File: src/rtl/hall_emu_pkg.sv
// -----------------------------------------------------------------------------
// hall_emu_pkg
//   Shared definitions for the hall sensor emulator: the six valid hall codes,
//   the forward commutation table, the step-state encoding and helpers that
//   walk the table in either direction.
//   The optional fault-injection feature (macro HALL_EMU_FAULT_EN) uses
//   HALL_INVALID as the substituted code.
// -----------------------------------------------------------------------------
package hall_emu_pkg;

  localparam logic [2:0] HALL_A = 3'b101;
  localparam logic [2:0] HALL_B = 3'b100;
  localparam logic [2:0] HALL_C = 3'b110;
  localparam logic [2:0] HALL_D = 3'b010;
  localparam logic [2:0] HALL_E = 3'b011;
  localparam logic [2:0] HALL_F = 3'b001;

  localparam int NUM_STEPS = 6;
  localparam logic [2:0] HALL_INVALID = 3'b000;

  // Element 0 is the rightmost entry, so HALL_SEQ[i] is the code of step i.
  localparam logic [NUM_STEPS-1:0][2:0] HALL_SEQ =
    {HALL_F, HALL_E, HALL_D, HALL_C, HALL_B, HALL_A};

  // Step state doubles as the step index 0..5.
  typedef enum logic [2:0] {
    STEP_0 = 3'd0,
    STEP_1 = 3'd1,
    STEP_2 = 3'd2,
    STEP_3 = 3'd3,
    STEP_4 = 3'd4,
    STEP_5 = 3'd5
  } step_t;

  // Adjacent step in the requested direction (0 = forward, 1 = reverse).
  // Unused encodings 6/7 recover to STEP_0.
  function automatic step_t step_neighbour(input step_t cur, input logic dir);
    step_t nxt;
    if (cur > STEP_5) begin
      nxt = STEP_0;
    end else if (!dir) begin
      nxt = (cur == STEP_5) ? STEP_0 : step_t'(cur + 3'd1);
    end else begin
      nxt = (cur == STEP_0) ? STEP_5 : step_t'(cur - 3'd1);
    end
    return nxt;
  endfunction

  // Hall code for a step; unused encodings map to the step 0 code.
  function automatic logic [2:0] hall_code(input step_t s);
    logic [2:0] code;
    if (s > STEP_5) begin
      code = HALL_A;
    end else begin
      code = HALL_SEQ[s];
    end
    return code;
  endfunction

endpackage

File: src/rtl/hall_step_timer.sv
// -----------------------------------------------------------------------------
// hall_step_timer
//   Step timer for the hall emulator. Clamps the requested period up to
//   MIN_PERIOD, holds it in a shadow register that reloads only at a step
//   boundary (and in reset), and raises terminal in the last clock of a step.
//
// Ports
//   clock     in   system clock, posedge
//   reset     in   synchronous, active-high; clears the count, loads period
//   enable    in   1 = count, 0 = hold the current count
//   period    in   CNT_W requested clocks per step
//   terminal  out  1 while enable=1 and the count is in its last clock
// -----------------------------------------------------------------------------
module hall_step_timer #(
  parameter int CNT_W      = 24,
  parameter int MIN_PERIOD = 2
) (
  input  logic             clock,
  input  logic             reset,
  input  logic             enable,
  input  logic [CNT_W-1:0] period,
  output logic             terminal
);

  localparam logic [CNT_W-1:0] MIN_P = CNT_W'(MIN_PERIOD);
  localparam logic [CNT_W-1:0] ONE   = CNT_W'(1);

  logic [CNT_W-1:0] timer_reg;
  logic [CNT_W-1:0] period_l_reg;
  logic [CNT_W-1:0] period_clamped;

  assign period_clamped = (period < MIN_P) ? MIN_P : period;

  // ">=" rather than "==" keeps the count bounded even if the timer were ever
  // found beyond the shadow period; in normal operation they are equivalent.
  assign terminal = enable && (timer_reg >= (period_l_reg - ONE));

  always_ff @(posedge clock) begin
    if (reset) begin
      timer_reg    <= '0;
      period_l_reg <= period_clamped;
    end else if (terminal) begin
      timer_reg    <= '0;
      period_l_reg <= period_clamped;
    end else if (enable) begin
      timer_reg    <= timer_reg + ONE;
    end
  end

endmodule

File: src/rtl/hall_sensor_emulator.sv
// -----------------------------------------------------------------------------
// hall_sensor_emulator
//   Emulates the 3-bit hall code of a rotating BLDC motor. One hall change per
//   programmed step period, walking the commutation table forward or in
//   reverse. Period and direction are taken at each step boundary, so changes
//   apply from the next step.
//
//   Optional feature, macro HALL_EMU_FAULT_EN: adds the fault_inject input.
//   When fault_inject is high at a step boundary, the step entered there shows
//   HALL_INVALID (000) instead of its code; index and strobes are unaffected.
//
// Ports
//   clock         in   system clock, posedge
//   reset         in   synchronous, active-high, priority over all inputs
//   enable        in   1 = run, 0 = freeze timer and hall code
//   direction     in   0 = forward, 1 = reverse
//   period        in   CNT_W clocks per hall step (clamped to MIN_PERIOD)
//   fault_inject  in   only with HALL_EMU_FAULT_EN
//   hall_out      out  3 registered hall code
//   step_index    out  3 registered step 0..5
//   step_pulse    out  strobe in the cycle hall_out takes a new value
//   rev_pulse     out  strobe on the 5->0 (fwd) or 0->5 (rev) wrap
// -----------------------------------------------------------------------------
module hall_sensor_emulator
  import hall_emu_pkg::*;
#(
  parameter int CNT_W      = 24,
  parameter int MIN_PERIOD = 2
) (
  input  logic             clock,
  input  logic             reset,
  input  logic             enable,
  input  logic             direction,
  input  logic [CNT_W-1:0] period,
`ifdef HALL_EMU_FAULT_EN
  input  logic             fault_inject,
`endif
  output logic [2:0]       hall_out,
  output logic [2:0]       step_index,
  output logic             step_pulse,
  output logic             rev_pulse
);

  logic  terminal;

  step_t      state_reg, state_next;
  logic [2:0] hall_reg, hall_next;
  logic       step_pulse_reg, step_pulse_next;
  logic       rev_pulse_reg, rev_pulse_next;
  logic       dir_reg;

  hall_step_timer #(
    .CNT_W      (CNT_W),
    .MIN_PERIOD (MIN_PERIOD)
  ) u_timer (
    .clock    (clock),
    .reset    (reset),
    .enable   (enable),
    .period   (period),
    .terminal (terminal)
  );

  // State, output and direction registers.
  // dir_reg is the direction latched at the previous boundary; it decides the
  // neighbour chosen at the coming boundary, where it reloads.
  always_ff @(posedge clock) begin
    if (reset) begin
      state_reg      <= STEP_0;
      hall_reg       <= HALL_A;
      step_pulse_reg <= 1'b0;
      rev_pulse_reg  <= 1'b0;
      dir_reg        <= direction;
    end else begin
      state_reg      <= state_next;
      hall_reg       <= hall_next;
      step_pulse_reg <= step_pulse_next;
      rev_pulse_reg  <= rev_pulse_next;
      if (terminal) begin
        dir_reg <= direction;
      end
    end
  end

  // Next step and outputs. Outside a boundary everything holds and the
  // strobes fall back to 0, which also covers enable=0.
  always_comb begin
    state_next      = state_reg;
    hall_next       = hall_reg;
    step_pulse_next = 1'b0;
    rev_pulse_next  = 1'b0;
    if (terminal) begin
      state_next      = step_neighbour(state_reg, dir_reg);
      hall_next       = hall_code(state_next);
      step_pulse_next = 1'b1;
      rev_pulse_next  = dir_reg ? (state_reg == STEP_0) : (state_reg == STEP_5);
`ifdef HALL_EMU_FAULT_EN
      if (fault_inject) begin
        hall_next = HALL_INVALID;
      end
`endif
    end
  end

  assign hall_out   = hall_reg;
  assign step_index = state_reg;
  assign step_pulse = step_pulse_reg;
  assign rev_pulse  = rev_pulse_reg;

endmodule
File: config.mk
export PLATFORM = sky130hd
export DESIGN_NAME = hall_sensor_emulator
export DESIGN_NICKNAME = d
export VERILOG_FILES = /design/src/rtl/hall_emu_pkg.sv /design/src/rtl/hall_step_timer.sv /design/src/rtl/hall_sensor_emulator.sv
export SDC_FILE = /design/constraint.sdc
export NUM_CORES = 1
export LEC_CHECK = 0
export ABC_CLOCK_PERIOD_IN_PS = 8100
export BUFFER_PORTS_ARGS = -buffer_cell sky130_fd_sc_hd__buf_2
export CORE_UTILIZATION = 64
export CTS_CLUSTER_DIAMETER = 60
export DETAILED_ROUTE_END_ITERATION = 10
export GPL_ROUTABILITY_DRIVEN = 0
export PLACE_DENSITY = 0.89
export SETUP_SLACK_MARGIN = 0.4
export SLEW_MARGIN = 20
export SYNTH_ARGS = -nofsm -noshare
export SYNTH_HDL_FRONTEND = slang
export SYNTH_SLANG_ARGS = --single-unit
File: constraint.sdc
create_clock -name clock -period 8.1 [get_ports clock]
set_clock_uncertainty 0.2 [all_clocks]
set_input_delay 0 -clock clock [delete_from_list [all_inputs] [get_ports clock]]
set_output_delay 0 -clock clock [all_outputs]
set_load 0.02 [all_outputs]
==> out/metrics.yaml <==
clocking:
  numCtsBuffers: 9
  cts_tree: "built"
  htreeDepth: 3
  cts-root-buf: "clkbuf_8"
  clock_sinks: 57
  post_cts_resized: 0
  cts_max_path_buffers: 2
  clkLatencyLatePin_ns: 0.34
  clkSlewWorstSetupHoldPaths_ns: 0.07
setup_path:
  cp-start-kind: "flop"
  crit_arrival_ns: 4.72
  path_max_fanout: 25
  worstSetupPathType: "flop to flop"
  crit_top_cell: "nand2_1"
  max_stage_delay_ns: 0.72
  critPathCaptureType: "flop"
  critical_path.cell_chain: "nor4_4, nand2_1, or4_1, nor2_1, nand2_1, xor2_1, ha_1, nand4_1, nor3_1, a221oi_1, nand2_1, o21ai_0, nand2_1"
  slowest_stage: "nand2_1"
  reg2reg_depth: 13
  required_ns: 7.75
placed_design:
  place_area_um2: 3590
  post-place-ws_ns: 3.15
  dp_hpwl_um: 5230
  port_buffers: 35
drt:
  drt_iter0_drc: 264
  drt_first_pass_iters: 4
  wl_um: 8330
  wire_per_inst_um: 16.8
  num_vias: 2925
  viasPerCell: 5.91
  drt.antenna.violating_nets: 0
  drcViolationCount: 0
sta:
  relSlewSlack_pct: 31.8
  hold_ws_ns: 0.182
  rsz0062_at_grt: "no"
  drv_slew: 0
  hold_viol_final: 0
  setup_viol: 0
  period_share_pct: 62.7
  fin_setup_tns_ns: 0
  fin_crit_ns: 5.08
  fmax_mhz: 197
  setup_slack_ns: 3.02
  tightest_slew_ns: 1.01
cells_and_area:
  postLayoutCoreUtil_pct: 79.5
  fill_cells: 337
  drive_gt1_share_pct: 14.8
  nets: 475
  final_cell_area_um2: 4090
  syn2layout_area_growth_pct: 18.2
  num_antenna_cells: 0
pwr:
  powerDensity_nw_per_um2: 166
  power_switching_uw: 163
  p_clk_share_pct: 42.5
  irDropWorstVdd_mv: 0.164
  p_leak_nw: 1.58
  seqPwrFrac_pct: 48.3
  p_int_uw: 516
  p_comb_share_pct: 9.2
  switching_share_pct: 24.0
yosys:
  synth_top_area_share_pct: 21.7
  synth_cells: 380
  ys_seq_elements: 57
  ys.flop_type: "dfxtp_1"
  ys_seq_area_share_pct: 40.3
  synth_cell_types: 50
  synth_edf_count: 25
  synth_top_cells_by_count: "clkbuf_1 (35), nand2_1 (35), dfxtp_1 (32)"
  syn_nets: 435
  async_flop_share_pct: 0
  yosysWarnings: 0
  synth_top_cell_by_area: "edfxtp_1"
  syn_avg_cell_area_um2: 9.09
  synth_area_leaders: "edfxtp_1 (22%), dfxtp_1 (19%), ha_1 (9.8%), xnor2_1 (5.3%), xor2_1 (5.3%)"
  syn-cell-area_um2: 3460
global_routing:
  grt_max_degree: 32
  grt_pass1_vias: 2853
  grt.overflow.total: 0
  grt_first_pass_wirelength_um: 13000
  antenna_found_initial: 0
  grt.total_usage_pct: 31.6
hold_path:
  hold_path.class: "input pin to flop"
  holdPathStages: 2
run_status:
  run_status: "complete, no violations"
floorplan:
  chipHeight_um: 75.5
  die-area_um2: 5700
  ios: 36
  dieWidth_um: 75.5
  start_util_pct: 67.2
  rows: 26
  core_um2: 5140
flow_run:
  drv_cap: 0
==> final timing paths <==
kind,from,to,slack (ns)
setup / recovery,u_timer.period_l_reg[4]$_SDFFCE_PN0P_,u_timer.period_l_reg[1]$_SDFFCE_PN1P_,3.02
setup reg to reg,u_timer.period_l_reg[4]$_SDFFCE_PN0P_,u_timer.period_l_reg[1]$_SDFFCE_PN1P_,3.02
hold / removal,period[19],u_timer.period_l_reg[19]$_SDFFCE_PN0P_,0.18
hold reg to reg,hall_out[2]$_SDFFE_PP1P_,hall_out[2]$_SDFFE_PP1P_,0.33
==> power groups by stage <==
| stage | clock [mW] | combinational, mW | sequential [mW] |
|---|---|---|---|
| CTS | 0.287 | 0.0599 | 0.326 |
| detailed placement | 0 | 0.0485 | 0.332 |
| finish | 0.289 | 0.0623 | 0.328 |
| floorplan | 0 | 0.0370 | 0.328 |
| global route | 0.306 | 0.0680 | 0.328 |
| global placement | 0 | 0.0461 | 0.331 |
==> layout make-up <==
type	count	area, um^2	share of cell area [%]
sequential	57	1390	34.1
clock inverter	6	82.6	2.02
inverter	10	37.5	0.919
clock buffer	10	128	3.12
multi-input combinational	278	1900	46.4
timing repair buffer	64	463	11.3
tap	70	87.6	2.14
==> cells by family (layout without fill, tap and decap cells) <==
logic type               Yosys count  count (layout)  synth area share, %
buffers and inverters             45              90                 4.89
XOR/XNOR                          42              42                 10.6
AO/OA/AOI/OAI                     50              50                 9.49
adder cells (fa/ha/maj)           27              27                 9.78
flip-flops                        57              57                 40.3
multiplexers                       2               2                0.615
AND/OR/NAND/NOR                  157             157                 24.3
==> worst max-delay path, delay by kind of cell, from the launching register on <==
| family | cells | cell delay [ns] |
|---|---|---|
| XOR/XNOR | 1 | 0.17 |
| AND/OR/NAND/NOR | 9 | 2.64 |
| adder cells (fa/ha/maj) | 1 | 0.30 |
| AO/OA/AOI/OAI | 2 | 0.79 |
| flip-flops | 1 | 0.47 |
==> repair_timing <==
action,CTS,global route
hold buffers,28,0
setup buffers,0,0
endpoints found under the hold margin,36,0
==> stage by stage <==
stage	cells	power [mW]
5_1_grt	495	0.702
2_1_floorplan	380	0.365
3_5_place_dp	451	0.381
4_1_cts	495	0.673
6_report	495	0.678
3_3_place_gp	451	0.377
==> metal layers <==
| metal | global-route usage, % | wire length (um) |
|---|---|---|
| met2 | 56.8 | 4350 |
| met1 | 35.4 | 3320 |
| met4 | 17.9 | 278 |
| met5 | 0 | 0 |
| met3 | 5.56 | 379 |
==> cells in the final DEF (no fill, tap or decap), types with 3 or more instances in the layout <==
master	netlist	final
a21oi_1	17	17
clkinv_2	0	3
nand4_1	14	14
ha_1	27	27
xor2_1	21	21
nor3_1	27	27
o211ai_1	3	3
and4_1	3	3
nor2b_1	5	5
dlygate4sd3_1	0	28
a31oi_1	5	5
buf_2	0	35
o21ai_0	7	7
nor4_1	7	7
and3_1	5	5
xnor2_1	21	21
nand3_1	11	11
nand2b_1	4	4
edfxtp_1	25	25
dfxtp_1	32	32
nand2_1	35	35
nor2_1	29	29
clkbuf_8	0	9
inv_1	10	10
(Power assumes the default switching activity.)
